===== config.mk =====
export PLATFORM = sky130hd
export DESIGN_NAME = ef_psram_ahb_arbiter
export DESIGN_NICKNAME = d
export VERILOG_FILES = /design/src/rtl/ef_psram_ahb_arbiter.sv
export SDC_FILE = /design/constraint.sdc
export NUM_CORES = 1
export LEC_CHECK = 0
export ABC_CLOCK_PERIOD_IN_PS = 1920
export CORE_AREA = 2 2 124 126
export DETAILED_ROUTE_END_ITERATION = 10
export DIE_AREA = 0 0 126 128
export PLACE_DENSITY = 0.78
export SYNTH_ARGS = -nofsm -noshare
export SYNTH_HDL_FRONTEND = slang
export SYNTH_SLANG_ARGS = --single-unit

===== constraint.sdc =====
create_clock -name HCLK -period 1.92 [get_ports HCLK]
set_input_delay 0.192 -clock HCLK [delete_from_list [all_inputs] [get_ports HCLK]]
set_output_delay 0.192 -clock HCLK [all_outputs]
set_load 0.02 [all_outputs]

===== src/rtl/ef_psram_ahb_arbiter.sv =====
// Two-master AHB-Lite arbiter in front of a single PSRAM controller slave.
// `define EF_PSRAM_ARB_RR_EN to alternate tie grants; default build gives every tie to M0.
//
// state | meaning
// IDLE  | slave bus idle, waiting for a pending request
// ADDR  | owner's registered address phase forwarded to the slave
// DATA  | slave data phase; owner's HWDATA muxed through until S_HREADYOUT
module ef_psram_ahb_arbiter #(
  parameter int AW = 24
) (
  input  logic        HCLK,
  input  logic        HRESETn,

  input  logic        M0_HSEL,
  input  logic [31:0] M0_HADDR,
  input  logic [1:0]  M0_HTRANS,
  input  logic        M0_HWRITE,
  input  logic [2:0]  M0_HSIZE,
  input  logic [31:0] M0_HWDATA,
  input  logic        M0_HREADY,
  output logic        M0_HREADYOUT,
  output logic [31:0] M0_HRDATA,

  input  logic        M1_HSEL,
  input  logic [31:0] M1_HADDR,
  input  logic [1:0]  M1_HTRANS,
  input  logic        M1_HWRITE,
  input  logic [2:0]  M1_HSIZE,
  input  logic [31:0] M1_HWDATA,
  input  logic        M1_HREADY,
  output logic        M1_HREADYOUT,
  output logic [31:0] M1_HRDATA,

  output logic        S_HSEL,
  output logic [31:0] S_HADDR,
  output logic [1:0]  S_HTRANS,
  output logic        S_HWRITE,
  output logic [2:0]  S_HSIZE,
  output logic [31:0] S_HWDATA,
  output logic        S_HREADY,
  input  logic        S_HREADYOUT,
  input  logic [31:0] S_HRDATA
);

  typedef enum logic [1:0] {
    ST_IDLE = 2'd0,
    ST_ADDR = 2'd1,
    ST_DATA = 2'd2
  } state_t;

  state_t        state, state_nxt;
  logic [1:0]    pend, pend_nxt, cap, cmpl;
  logic          owner, owner_nxt, load_owner, pick, tie_pick, completing;
  logic [AW-1:0] addr0_r, addr1_r;
  logic          write0_r, write1_r;
  logic [2:0]    size0_r, size1_r;

  assign cap[0] = M0_HSEL & M0_HTRANS[1] & M0_HREADY;
  assign cap[1] = M1_HSEL & M1_HTRANS[1] & M1_HREADY;

  assign completing = (state == ST_DATA) & S_HREADYOUT;
  assign cmpl[0]    = completing & ~owner;
  assign cmpl[1]    = completing & owner;

  // A fresh capture in the completion cycle keeps the request alive
  assign pend_nxt = cap | (pend & ~cmpl);

`ifdef EF_PSRAM_ARB_RR_EN
  logic last_owner;

  assign tie_pick = ~last_owner;

  always_ff @(posedge HCLK or posedge HRESETn) begin
    if (HRESETn) begin
      last_owner <= 1'b1;
    end else if (load_owner) begin
      last_owner <= pick;
    end
  end
`else
  assign tie_pick = 1'b0;
`endif

  assign pick = (pend_nxt == 2'b11) ? tie_pick : pend_nxt[1];

  always_comb begin
    state_nxt  = state;
    load_owner = 1'b0;
    case (state)
      ST_IDLE: begin
        if (|pend) begin
          state_nxt  = ST_ADDR;
          load_owner = 1'b1;
        end
      end
      ST_ADDR: state_nxt = ST_DATA;
      ST_DATA: begin
        if (completing) begin
          if (pend_nxt[~owner]) begin
            state_nxt  = ST_ADDR;
            load_owner = 1'b1;
          end else begin
            state_nxt = ST_IDLE;
          end
        end
      end
      default: state_nxt = ST_IDLE;
    endcase
    owner_nxt = load_owner ? pick : owner;
  end

  always_ff @(posedge HCLK or posedge HRESETn) begin
    if (HRESETn) begin
      state    <= ST_IDLE;
      pend     <= 2'b00;
      owner    <= 1'b0;
      addr0_r  <= '0;
      addr1_r  <= '0;
      write0_r <= 1'b0;
      write1_r <= 1'b0;
      size0_r  <= 3'd0;
      size1_r  <= 3'd0;
    end else begin
      state <= state_nxt;
      pend  <= pend_nxt;
      owner <= owner_nxt;
      if (cap[0]) begin
        addr0_r  <= M0_HADDR[AW-1:0];
        write0_r <= M0_HWRITE;
        size0_r  <= M0_HSIZE;
      end
      if (cap[1]) begin
        addr1_r  <= M1_HADDR[AW-1:0];
        write1_r <= M1_HWRITE;
        size1_r  <= M1_HSIZE;
      end
    end
  end

  always_comb begin
    S_HSEL   = 1'b0;
    S_HTRANS = 2'b00;
    S_HREADY = 1'b1;
    S_HADDR  = 32'h0;
    S_HWRITE = 1'b0;
    S_HSIZE  = 3'd0;
    S_HWDATA = 32'h0;
    case (state)
      ST_ADDR: begin
        S_HSEL   = 1'b1;
        S_HTRANS = 2'b10;
        S_HADDR  = 32'(owner ? addr1_r : addr0_r);
        S_HWRITE = owner ? write1_r : write0_r;
        S_HSIZE  = owner ? size1_r : size0_r;
      end
      ST_DATA: begin
        S_HREADY = S_HREADYOUT;
        S_HWDATA = owner ? M1_HWDATA : M0_HWDATA;
      end
      default: ;
    endcase
  end

  // A master is stalled only while it has an outstanding request that is not finishing now
  assign M0_HREADYOUT = ~pend[0] | cmpl[0];
  assign M1_HREADYOUT = ~pend[1] | cmpl[1];
  assign M0_HRDATA    = cmpl[0] ? S_HRDATA : 32'h0;
  assign M1_HRDATA    = cmpl[1] ? S_HRDATA : 32'h0;

  logic unused_ok;
  assign unused_ok = ^{M0_HADDR, M0_HTRANS[0], M1_HADDR, M1_HTRANS[0]};

endmodule


==> results of run 1 <==
==> cells by family (layout without fill, tap and decap cells) <==
kind of cell	after synthesis	in the layout	share of synthesized area, %
and+or+nand+nor	138	138	19.10
muxes	116	116	32.52
DFF	61	61	40.32
buffers and inverters	41	324	6.378
AOI/OAI and AO/OA	7	7	1.587
other	1	9	0.09905
==> placed cells by master, fill, tap and decap left out, types with 2 or more instances in the layout <==
cell and instances:
inv_1 4, nand3_1 2, mux2i_2 2, dfrtp_1 60
clkdlybuf4s50_1 160, nand2b_4 2, dlygate4sd2_1 37, clkbuf_16 10
nor2_1 61, nand2b_1 2, buf_12 7, buf_2 14
clkdlybuf4s15_2 7, clkinv_2 2, buf_4 13, clkdlybuf4s15_1 24
clkbuf_2 39, nand2_1 3, and2_1 64, mux2i_1 58
mux2_2 56, conb_1 9, clkbuf_1 3
==> critical path: cells and delay by family (launching register included) <==
family	cells	cell delay, ns
AND/OR/NAND/NOR	1	0.07
buffers and inverters	2	0.58
multiplexers	1	0.29
flip-flops	1	0.47
==> layer usage <==
| layer | GRT usage, % | up-vias |
|---|---|---|
| met5 | 0 | - |
| met4 | 6.012 | 0 |
| met3 | 4.674 | 19 |
| met2 | 28.75 | 183 |
| met1 | 17.59 | 1740 |
| li1 | - | 1767 |
==> final timing paths <==
check	from	cells after the start	slack, ns	endpoint
setup / recovery	owner	4	-0.01	S_HSIZE[2]
hold / removal	HRESETn	3	0.25	addr1_r[19]
setup reg to reg	owner	5	0.46	owner
hold reg to reg	addr0_r[12]	1	0.50	addr0_r[12]
max in group asynchronous	HRESETn	3	1.38	owner
min in group HCLK	M0_HADDR[12]	2	0.48	addr0_r[12]
==> power breakdown <==
| part | internal (mW) | switching (mW) | leakage, nW |
|---|---|---|---|
| logic | 1.83 | 2.12 | 2.35 |
| clock network | 0.895 | 0.521 | 0.129 |
| registers | 1.57 | 0.180 | 0.719 |
==> registers in the layout, indices dropped and copies added, names as in the netlist <==
register and cells:
pend 2, write1_r 1, addr0_r 24, size1_r 3, state 2, write0_r 1
owner 1, addr1_r 24, size0_r 3
==> through the flow <==
step                      power [mW]  util (%)  instances  worst slack (ns)
after detailed placement       6.078     46.52        827           -0.1944
final                          7.114     46.52        843          -0.01440
after CTS                      7.196     47.74        842          -0.03851
after global routing           7.522     46.52        843          -0.08790
after global placement         6.004     46.52        827           -0.1664
after floorplan                4.126         -        372            0.2150
==> timing repair <==
action                                  in CTS  in global routing
endpoints found under the hold margin        0                  0
resized for setup                          181                113
endpoints found under the setup margin     123                102
gates cloned                                 0                  1
==> final cells by class <==
| type | instances | area share, % |
|---|---|---|
| flip-flops and latches | 61 | 22.13 |
| clock inverters | 2 | 0.1448 |
| repair buffers | 304 | 40.66 |
| clock buffers | 13 | 3.619 |
| well taps | 188 | 3.402 |
| inverters | 5 | 0.2714 |
| multi-input cells | 270 | 29.77 |
==> results.py, run 1 <==
metrics = {
    "outcome": {
        "status": "complete, but fails checks",
        "violations": "setup timing",
    },
    "routing": {
        "post_drt_via_cell_ratio": 4.400,
        "highest-signal-layer": "met4",
        "wire_per_inst_um": 15.97,
        "met1_length_mm": 5.233,
        "drt_iter0_drc": 85,
        "drt_pre_antenna_iters": 4,
        "met2RoutedLength_mm": 6.784,
        "drt.antenna.violating_nets": 0,
        "wl_mm": 13.46,
        "drt_drc_violations_left": 0,
        "routed_met3_length_mm": 1.158,
        "detailroute.via_count": 3709,
    },
    "clocking": {
        "maximum_count_of_clock_buffers_along_a_single_path": 2,
        "source_to_sink_clock_delay_at_the_later_pin_of_the_worst_skew_pair_ns": 0.32,
        "clock_sink_count": 61,
        "tritoncts_clock_tree": "yes",
        "clock_tree.root_cell": "clkbuf_16",
        "htreeDepth": 3,
        "cts_hold_buffers": 0,
        "clk_pin_slew_ns": 0.05,
        "cts_made_buffers": 9,
        "number_of_setup_buffers_added_after_cts": 0,
    },
    "flow_run": {
        "maxCapViolCount": 0,
    },
    "floorplan": {
        "die_footprint_sq_um": 16130,
        "boundaryPins": 317,
        "floorplan.die.height_um": 128,
        "design.core.area_sq_um": 14860,
        "initial_core_util_pct": 25.47,
        "width_of_the_die_um": 126,
        "floorplan.rows": 45,
    },
    "power": {
        "standby_leakage_power_nw": 3.201,
        "pwr_density_cell_nw_per_um2": 1029,
        "worst_ir_drop_vdd_mv": 0.8253,
    },
    "yosys": {
        "synthDistinctLibCells": 26,
        "netlist_top_cells_area": "dfrtp_1 (40%), mux2_2 (17%), mux2i_1 (16%)",
        "async_flop_share_pct": 100.0,
        "synthFlopType": "dfrtp_1",
        "synth_top_cell_by_area": "dfrtp_1",
        "ys_seq_area_share_pct": 40.32,
        "postSynthAreaPerCell_sq_um": 10.40,
        "synth_most_common_cell": "and2_1",
        "postSynthCellCount": 364,
        "synth-edff-count": 0,
        "synth.cell_area_sq_um": 3786,
        "synth.top_cells.by_count": "and2_1 (64), dfrtp_1 (61), nor2_1 (61)",
        "synth_largest_type_area_fraction_pct": 40.32,
        "ys.warnings.count": 0,
        "yosys_register_bits": 61,
    },
    "sta": {
        "final-setup-viol-count": 2,
        "final_max_slew_viol_count": 0,
        "finalHoldViolCount": 0,
        "unrepaired_setup_endpoints_after_global_routing": "yes",
        "post-route-period-util_pct": 100.8,
        "period_needed_ns": 1.934,
        "final.setup_skew_ns": 0.005060,
        "final.setup.worst_slack_ns": -0.01440,
        "setup-tns-final_ns": -0.02877,
        "fin_worst_hold_slack_ns": 0.2463,
        "achievable_freq_mhz": 517.0,
    },
    "placed_design": {
        "port-buffer-count": 289,
        "routabilityCongestion": 0.8553,
        "placement.cell_area_sq_um": 6915,
        "dp_hpwl_mm": 10.36,
    },
    "grt": {
        "first_global_vias": 3911,
        "grt_pass1_wl_mm": 20.23,
        "grt_start_max_net_pins": 62,
        "grt_antenna_before_repair": 0,
        "grt.overflow.total": 0,
        "gr-usage-all-layers_pct": 15.88,
    },
    "critical_path": {
        "crit_path_max_incr_delay_ns": 0.47,
        "cpMaxStageDelayCell": "dfrtp_4",
        "worst-endpoint-required_ns": 1.73,
        "startpoint_type": "flip-flop",
        "cp_cell_sequence": "buf_12 > mux2i_1 > nor2_1 > dlygate4sd2_1",
        "crit_path_end_kind": "primary output",
        "critical_path_arrival_ns": 1.74,
        "critical_path.max_fanout": 30,
        "setup.worst_path.class": "reg -> out",
    },
    "cells_and_area": {
        "fillCellCount": 1399,
        "drive_gt1_share_pct": 24.43,
        "finish.net_count": 830,
        "syn2layout_area_growth_pct": 82.62,
        "antennaDiodeCount": 0,
        "multi_input_area_sq_um": 2058,
        "area.sequential_sq_um": 1530,
        "layout.cell_area.non_filler_sq_um": 6914,
    },
    "min_path": {
        "timing.hold.worst.class": "in -> async",
    },
}
Power figures use the tool's default switching activity.
==> run 2: changes to the inputs <==
GPL_TIMING_DRIVEN = 1   (was default)
PLACE_DENSITY = 0.67   (was 0.78)
==> run 2 against run 1 <==
  * Hold slack got worse by 0.068 ns
  * The flow still finishes with violations (setup timing)
  * Critical path type unchanged
  * Total power is 8.9% higher
  * Clock power grew 26%
==> results.py, run 2 (synthesis gave the netlist of run 1 again) <==
metrics = {
    "outcome": {
        "status": "complete, but fails checks",
        "violations": "setup timing",
    },
    "placed_design": {
        "place_inst": 830,
        "routabilityCongestion": 0.8719,
        "placement.cell_area_sq_um": 6958,
        "port-buffer-count": 289,
        "dpl_worst_slack_ns": -0.1844,
        "dp_hpwl_mm": 10.76,
    },
    "routing": {
        "post_drt_via_cell_ratio": 4.351,
        "drt_drc_violations_left": 0,
        "drt.antenna.violating_nets": 0,
        "drt_pre_antenna_iters": 4,
        "met1_length_mm": 5.626,
        "drt_iter0_drc": 104,
        "met2RoutedLength_mm": 7.434,
        "detailroute.via_count": 3698,
        "routed_met3_length_um": 880,
        "highest-signal-layer": "met4",
        "wire_per_inst_um": 16.59,
        "wl_mm": 14.10,
    },
    "cells_and_area": {
        "fin_cells": 850,
        "antennaDiodeCount": 0,
        "finalCoreUtilization_pct": 48.54,
        "drive_gt1_share_pct": 31.87,
        "fillCellCount": 1385,
        "finish.net_count": 837,
        "top_regs": "addr0_r: 24 flops, addr1_r: 24 flops",
        "most_frequent_cells_in_the_layout": "clkdlybuf4s50_1 (160), nor2_1 (61), and2_1 (61), dfrtp_1 (60), mux2i_1 (58)",
        "layout.cell_area.non_filler_sq_um": 7216,
        "syn2layout_area_growth_pct": 90.58,
        "most_common_cell_after_layout_fill_and_taps_aside": "clkdlybuf4s50_1",
    },
    "sta": {
        "achievable_freq_mhz": 509.8,
        "fin_worst_hold_slack_ns": 0.1780,
        "final-setup-viol-count": 3,
        "final.setup_skew_ns": 0.0008566,
        "setup-tns-final_ns": -0.06261,
        "final_max_slew_viol_count": 0,
        "unrepaired_setup_endpoints_after_global_routing": "yes",
        "final.setup.worst_slack_ns": -0.04164,
        "period_needed_ns": 1.962,
        "finalHoldViolCount": 0,
        "post-route-period-util_pct": 102.2,
    },
    "clocking": {
        "clock_tree.root_cell": "clkbuf_16",
        "cts_hold_buffers": 0,
        "clock_sink_count": 61,
        "source_to_sink_clock_delay_at_the_later_pin_of_the_worst_skew_pair_ns": 0.32,
        "htreeDepth": 3,
        "clk_pin_slew_ns": 0.05,
        "maximum_count_of_clock_buffers_along_a_single_path": 2,
        "cts_made_buffers": 9,
        "tritoncts_clock_tree": "yes",
    },
    "floorplan": {
        "boundaryPins": 317,
        "die_footprint_sq_um": 16130,
        "floorplan.die.height_um": 128,
        "initial_core_util_pct": 25.47,
        "floorplan.rows": 45,
        "width_of_the_die_um": 126,
        "design.core.area_sq_um": 14860,
    },
    "grt": {
        "first_global_vias": 3834,
        "grt_start_max_net_pins": 35,
        "gr-usage-all-layers_pct": 16.57,
        "grt.overflow.total": 0,
        "grt_antenna_before_repair": 0,
        "grt_pass1_wl_mm": 21.00,
    },
    "critical_path": {
        "setup.worst_path.class": "reg -> out",
        "critical_path.max_fanout": 21,
        "worst_setup_path_startpoint": "owner",
        "worst-endpoint-required_ns": 1.73,
        "startpoint_type": "flip-flop",
        "worstReg2RegStart": "owner",
        "crit_path_end_kind": "primary output",
        "critical_path_arrival_ns": 1.77,
    },
    "power": {
        "total_power_mw": 7.745,
        "pwr_density_cell_nw_per_um2": 1073,
        "standby_leakage_power_nw": 3.280,
        "worst_ir_drop_vdd_mv": 0.6208,
    },
    "min_path": {
        "timing.hold.worst.class": "in -> async",
    },
    "flow_run": {
        "maxCapViolCount": 0,
    },
}
[run 2: cell types whose count changed in the layout (fill, tap and decap cells not counted), moves of 5 or more]
| cell | previous run | this run |
|---|---|---|
| dlygate4sd2_1 | 37 | 21 |
| buf_4 | 13 | 18 |
| clkdlybuf4s15_2 | 7 | 25 |
| clkbuf_2 | 39 | 29 |
| buf_6 | 1 | 27 |
| clkdlybuf4s15_1 | 24 | 2 |
[run 2: worst max-delay path: stages (launching register included)]
cell and delay, ns:
dfrtp_4 0.52, buf_12 0.15, buf_16 0.16, mux2i_1 0.22, nor2_1 0.06, dlygate4sd2_1 0.32
[run 2: cell type report]
type | instances | area [sq um] | share of cell area [%]
timing repair buffer | 311 | 3024 | 41.91
clock inverter | 5 | 100.1 | 1.387
inverter | 5 | 18.77 | 0.2601
sequential | 61 | 1530 | 21.21
tap | 188 | 235.2 | 3.260
multi-input combinational | 270 | 2078 | 28.80
clock buffer | 10 | 229.0 | 3.173
[run 2: power by group]
part / leakage, nW / switching [mW] / internal, mW / total [mW]
clock: 0.162 / 0.534 / 1.25 / 1.79
sequential: 0.719 / 0.175 / 1.57 / 1.75
combinational: 2.40 / 2.17 / 2.04 / 4.21
total: 3.28 / 2.88 / 4.87 / 7.74
[run 2: path summary, 6_finish.rpt]
check	cells after the start	end	slack (ns)
setup reg to reg	7	owner	0.40
setup / recovery	5	S_HWDATA[23]	-0.04
hold / removal	2	write1_r	0.18
min in group HCLK	2	addr0_r[7]	0.48
max in group asynchronous	3	owner	1.21
hold reg to reg	1	addr0_r[16]	0.50
[run 2: routing by layer]
layer,global-route usage [%],vias up
met5,0,-
met4,4.202,0
met3,4.341,13
met2,30.14,155
met1,19.40,1752
li1,-,1778
[run 2: what timing repair did]
action,in CTS,in global routing
gates resized for setup,358,113
setup buffers,2,1
cloned,2,0
setup endpoints to repair,129,93
==> run 3: changes to the inputs <==
SETUP_SLACK_MARGIN = 0.3   (was default)
==> run 3 against run 2 <==
  * The run now ends clean
  * Sequential power about the same
  * Clock power fell by 16%
  * Setup slack gained 0.053 ns
  * Maximum frequency up 2.8%
  * Critical path type unchanged
  * Highest routed layer unchanged
==> results.py, run 3 (synthesis gave the netlist of run 1 again) <==
metrics = {
    "critical_path": {
        "worst-endpoint-required_ns": 1.73,
        "startpoint_type": "flip-flop",
        "critical_path_arrival_ns": 1.72,
        "critical_path.max_fanout": 8,
        "crit_path_max_incr_delay_ns": 0.49,
        "r2r_cells": 8,
        "cp_cell_sequence": "nand2b_4 > nor2_4 > clkbuf_16 > buf_8 > buf_6 > and2_4 > buf_6",
        "cpMaxStageDelayCell": "dfrtp_4",
        "cp_num_cells": 7,
        "cp.buffers_inverters": 4,
        "crit_path_end_kind": "primary output",
        "crit_path_frequent_cell": "buf_6",
        "timing.critical_path.max_delay_family": "flip-flops",
        "setup.worst_path.class": "reg -> out",
    },
    "min_path": {
        "timing.hold.worst.class": "in -> async",
    },
    "placed_design": {
        "routabilityCongestion": 0.8951,
        "port-buffer-count": 289,
        "dpl_worst_slack_ns": -0.1817,
        "dp_hpwl_mm": 10.90,
    },
    "sta": {
        "unrepaired_setup_endpoints_after_global_routing": "yes",
        "final.setup.worst_slack_ns": 0.01104,
        "achievable_freq_mhz": 523.8,
        "period_needed_ns": 1.909,
        "final-setup-viol-count": 0,
        "post-route-period-util_pct": 99.42,
        "finalHoldViolCount": 0,
        "final_max_slew_viol_count": 0,
        "final.setup_skew_ns": 0.001196,
        "fin_worst_hold_slack_ns": 0.2941,
    },
    "cells_and_area": {
        "top_regs": "addr0_r: 24 flops, addr1_r: 24 flops",
        "drive_gt1_share_pct": 41.31,
        "finalCoreUtilization_pct": 51.09,
        "syn2layout_area_growth_pct": 100.6,
        "most_common_cell_after_layout_fill_and_taps_aside": "clkdlybuf4s50_1",
        "most_frequent_cells_in_the_layout": "clkdlybuf4s50_1 (160), buf_4 (83), nor2_1 (60), dfrtp_1 (59), mux2_2 (56)",
        "antennaDiodeCount": 0,
        "finish.net_count": 860,
    },
    "floorplan": {
        "boundaryPins": 317,
        "floorplan.die.height_um": 128,
        "initial_core_util_pct": 25.47,
        "width_of_the_die_um": 126,
        "die_footprint_sq_um": 16130,
        "design.core.area_sq_um": 14860,
        "floorplan.rows": 45,
    },
    "routing": {
        "detailroute.via_count": 3839,
        "drt_iter0_drc": 126,
        "wl_mm": 15.20,
        "routed_met3_length_um": 981,
        "wire_per_inst_um": 17.41,
        "drt.antenna.violating_nets": 0,
        "post_drt_via_cell_ratio": 4.397,
        "highest-signal-layer": "met4",
        "met1_length_mm": 6.156,
        "drt_pre_antenna_iters": 5,
        "met2RoutedLength_mm": 7.926,
        "drt_drc_violations_left": 0,
    },
    "clocking": {
        "source_to_sink_clock_delay_at_the_later_pin_of_the_worst_skew_pair_ns": 0.32,
        "cts_made_buffers": 9,
        "clk_pin_slew_ns": 0.05,
        "maximum_count_of_clock_buffers_along_a_single_path": 2,
        "tritoncts_clock_tree": "yes",
        "htreeDepth": 3,
        "clock_sink_count": 61,
        "clock_tree.root_cell": "clkbuf_16",
    },
    "grt": {
        "gr-usage-all-layers_pct": 16.77,
        "grt.overflow.total": 0,
        "grt_antenna_before_repair": 0,
        "first_global_vias": 3822,
        "grt_pass1_wl_mm": 21.22,
        "grt_start_max_net_pins": 42,
    },
    "power": {
        "worst_ir_drop_vdd_mv": 0.6780,
        "standby_leakage_power_nw": 3.499,
        "total_power_mw": 8.439,
        "pwr_density_cell_nw_per_um2": 1111,
    },
    "outcome": {
        "status": "complete, no violations",
    },
    "flow_run": {
        "maxCapViolCount": 0,
    },
}
-- run 3: cell count changes in the layout (fill, tap and decap cells not counted), sizes merged, moves of 3 or more --
cell,before,now
dlygate4sd2,21,0
buf,73,166
bufinv,3,0
clkbuf,39,22
clkdlybuf4s15,27,0
-- run 3: per-layer routing --
metal | global-route usage, % | up-vias
li1 | - | 1832
met1 | 20.11 | 1825
met2 | 30.52 | 170
met3 | 3.673 | 12
met4 | 4.137 | 0
met5 | 0 | -
-- run 3: layout make-up --
class	instances	area [sq um]
Clock buffer	14	274.0
Clock inverter	1	5.005
Tap cell	188	235.2
Multi-Input combinational cell	270	2188
Inverter	5	22.52
Timing Repair Buffer	334	3337
Fill cell	1371	7271
Sequential cell	61	1531
-- run 3: worst paths after layout --
| kind | startpoint | end | slack (ns) |
|---|---|---|---|
| setup / recovery | owner | M0_HRDATA[3] | 0.01 |
| hold / removal | HRESETn | addr0_r[11] | 0.29 |
| setup reg to reg | owner | owner | 0.33 |
| hold reg to reg | addr0_r[22] | addr0_r[22] | 0.50 |
| max in group asynchronous | HRESETn | size0_r[0] | 1.19 |
| min in group HCLK | M0_HADDR[11] | addr0_r[11] | 0.48 |
-- run 3: metrics by stage --
step	instance area, sq um	std cells	TNS [ns]
finish	7594	873	0
global route	7594	873	-0.2264
CTS	7084	848	-0.01888
detailed placement	6962	830	-9.031
global placement	6962	830	-8.142
floorplan	3820	372	0
-- run 3: worst min-delay path: stages --
cell and delay, ns:
clkdlybuf4s50_1 0.44, clkinvlp_4 0.09, buf_4 0.28
-- run 3: repair_timing --
item / in CTS / in global routing
pin swaps: 22 / 31
buffers inserted: 2 / 17
setup endpoints to repair: 129 / 129
hold buffers: 0 / 0
gates cloned: 1 / 8
resized for setup: 474 / 251
-- run 3: power by group --
| group | switching, mW | internal (mW) |
|---|---|---|
| clock | 0.527 | 0.969 |
| sequential | 0.192 | 1.57 |
| combinational | 2.41 | 2.77 |
==> edit (flow settings as in run 3) <==
The 3 states of `state_t` get a one-hot encoding in 3 bits.
--- a/src/rtl/ef_psram_ahb_arbiter.sv
+++ b/src/rtl/ef_psram_ahb_arbiter.sv
@@ -42,10 +42,10 @@
   input  logic [31:0] S_HRDATA
 );
 
-  typedef enum logic [1:0] {
-    ST_IDLE = 2'd0,
-    ST_ADDR = 2'd1,
-    ST_DATA = 2'd2
+  typedef enum logic [2:0] {
+    ST_IDLE = 3'b001,
+    ST_ADDR = 3'b010,
+    ST_DATA = 3'b100
   } state_t;
 
   state_t        state, state_nxt;
Function: no difference found for any inputs over 4 cycles, from zero or initial values and one cycle with HRESETn high; so few cycles prove little.
==> edit against run 3 <==
- the run now ends with setup timing left
- synthesized area increased by 0.89%
- global-route usage increased by 2.7 points
- synthesized cell count increased by 19%
- wire length increased by 13%
- final area increased by 16%
- worst setup slack got worse by 0.046 ns
- power decreased by 11%
- sequential cell count increased by 1
- critical endpoint is now S_HWDATA[4]
- largest power group unchanged
- highest routed layer unchanged
==> edit: results (changes against run 3) <==
- Placer congestion estimate: 0.865 (was 0.895)
- Seq power: 1840 µW (was 1760 µW)
- Antenna cell count: 2 (was 0)
- Finished Layout Cells: 943 (was 873)
- Slowest stage cell on the critical path: or3b_4 (was dfrtp_4)
- Final wirelength: 17100 µm (was 15200 µm)
- Detail-routed via count per cell: 4.52 (was 4.40)
- Status: complete, but fails checks (was finished clean)
- Synth top area cells: dfrtp_1 (40%), mux2i_1 (16%), and2_1 (11%) (was dfrtp_1 (40%), mux2_2 (17%), mux2i_1 (16%))
- Max incr delay on CP: 0.51 ns (was 0.49 ns)
- H-tree Lvls: 3 (unchanged)
- Clock Path Buffers: 2 (unchanged)
- Plain + repair buffers: 337 (was 334)
- DRT iter0 DRCs: 141 (was 126)
- Final setup violation count: 32 (was 0)
- Initial antenna violation count: 2 (was 0)
- Critical Path Fanout Max: 8 (unchanged)
- Leak pwr: 0.00379 µW (was 0.00350 µW)
- Detailed Routing Iterations Pass 1: 6 (was 5)
- Clock buf/inv share: 3.52% (was 3.67%)
- Post-DP HPWL: 11400 µm (was 10900 µm)
- Vias in the first global route: 4479 (was 3822)
- Multi-input comb cells: 337 (was 270)
- # fillers: 1216 (was 1371)
- Layout cells sized above 1: 49.8% (was 41.3%)
- Clk. pwr: 1650 µW (was 1500 µW)
- Placed cells: 899 (was 830)
- Multi-input gate share of total cell area: 32.4% (was 28.8%)
- Worst Skew: 0.000760 ns (was 0.00120 ns)
- Largest net degree at the start of global routing: 48 (was 42)
- CTS clock-pin slew for the worst setup and hold paths: 0.05 ns (about the same)
- Inverter count: 2 (was 5)
- Cell variety after synth: 33 (was 26)
- Total CTS buffers: 9 (unchanged)
- Post-synthesis sequential area ratio: 40.6% (was 40.3%)
- Setup WS post-layout: -0.0349 ns (was 0.0110 ns)
- Crit path DAT: 1.76 ns (was 1.72 ns)
- Peak supply drop: 555 µV (was 678 µV)
- Most frequent cells after synthesis: nand2_1 (86), and2_1 (65), nor2_1 (62) (was and2_1 (64), dfrtp_1 (61), nor2_1 (61))
- Clock buf count: 12 (was 14)
- Syn Area/Cell: 8.84 µm² (was 10.4 µm²)
- Non-clock buffers, area share: 43.4% (was 43.9%)
- Pwr dens: 854 nW/µm² (was 1110 nW/µm²)
- Failing checks: setup timing
- Total track usage: 19.5% (was 16.8%)
- First-pass GRT wire length: 24500 µm (was 21200 µm)
- Sequential cell area: 1560 µm² (was 1530 µm²)
## edit: cell types whose count changed after synthesis, moves of 3 or more
cell	change
inv_1	-4
mux2_2	-28
clkbuf_1	+14
clkbuf_2	-3
buf_4	-6
nand2_1	+83
## edit: worst paths after layout
kind	slack (ns)	cells past startpoint	startpoint	endpoint
worst max register to register	0.38	7	state[0]	owner
min in group HCLK	0.40	3	M1_HADDR[9]	addr1_r[9]
worst max-delay path	-0.03	4	state[1]	S_HWDATA[4]
max in group asynchronous	1.11	3	HRESETn	addr0_r[20]
worst min register to register	0.48	2	addr1_r[8]	addr1_r[8]
worst min-delay path	0.24	2	HRESETn	addr0_r[2]
## edit: metal layers
metal	up-vias	wire length (µm)	global-route usage (%)
met5	-	0	0
met4	0	344	6.14
met3	30	1100	5.26
met2	184	9230	36.2
met1	2031	6440	21.5
li1	2014	-	-
## edit: cell families after synthesis
group	count (synthesis)	share of synthesized area, %
flops	62	40.6
other cells	1	0.0982
simple gates	229	28.1
buf+inv	41	5.37
mux	88	24.0
compound gates	11	1.83
## edit: through the flow
step           hold slack, ns  worst slack, ns  cell area (µm²)  TNS, ns
2_1_floorplan           0.297            0.293             3850        0
3_3_place_gp            0.458           -0.237             7030   -13.79
3_5_place_dp            0.463           -0.295             7030   -14.96
4_1_cts                 0.241          -0.0202             8220   -0.355
5_1_grt                 0.242           -0.104             8790    -5.64
6_report                0.242          -0.0349             8790   -0.391
## edit: repair_timing
action                     in CTS  in global routing
setup buffers                  11                  3
setup endpoints to repair     129                130
resized for setup             882                116
pin swaps                      40                 61
gates cloned                    9                  4
## edit: worst max-delay path: cells and delay by family (launching register included)
| kind | cells | cell delay [ns] |
|---|---|---|
| buf+inv | 2 | 0.35 |
| flops | 1 | 0.46 |
| simple gates | 2 | 0.62 |
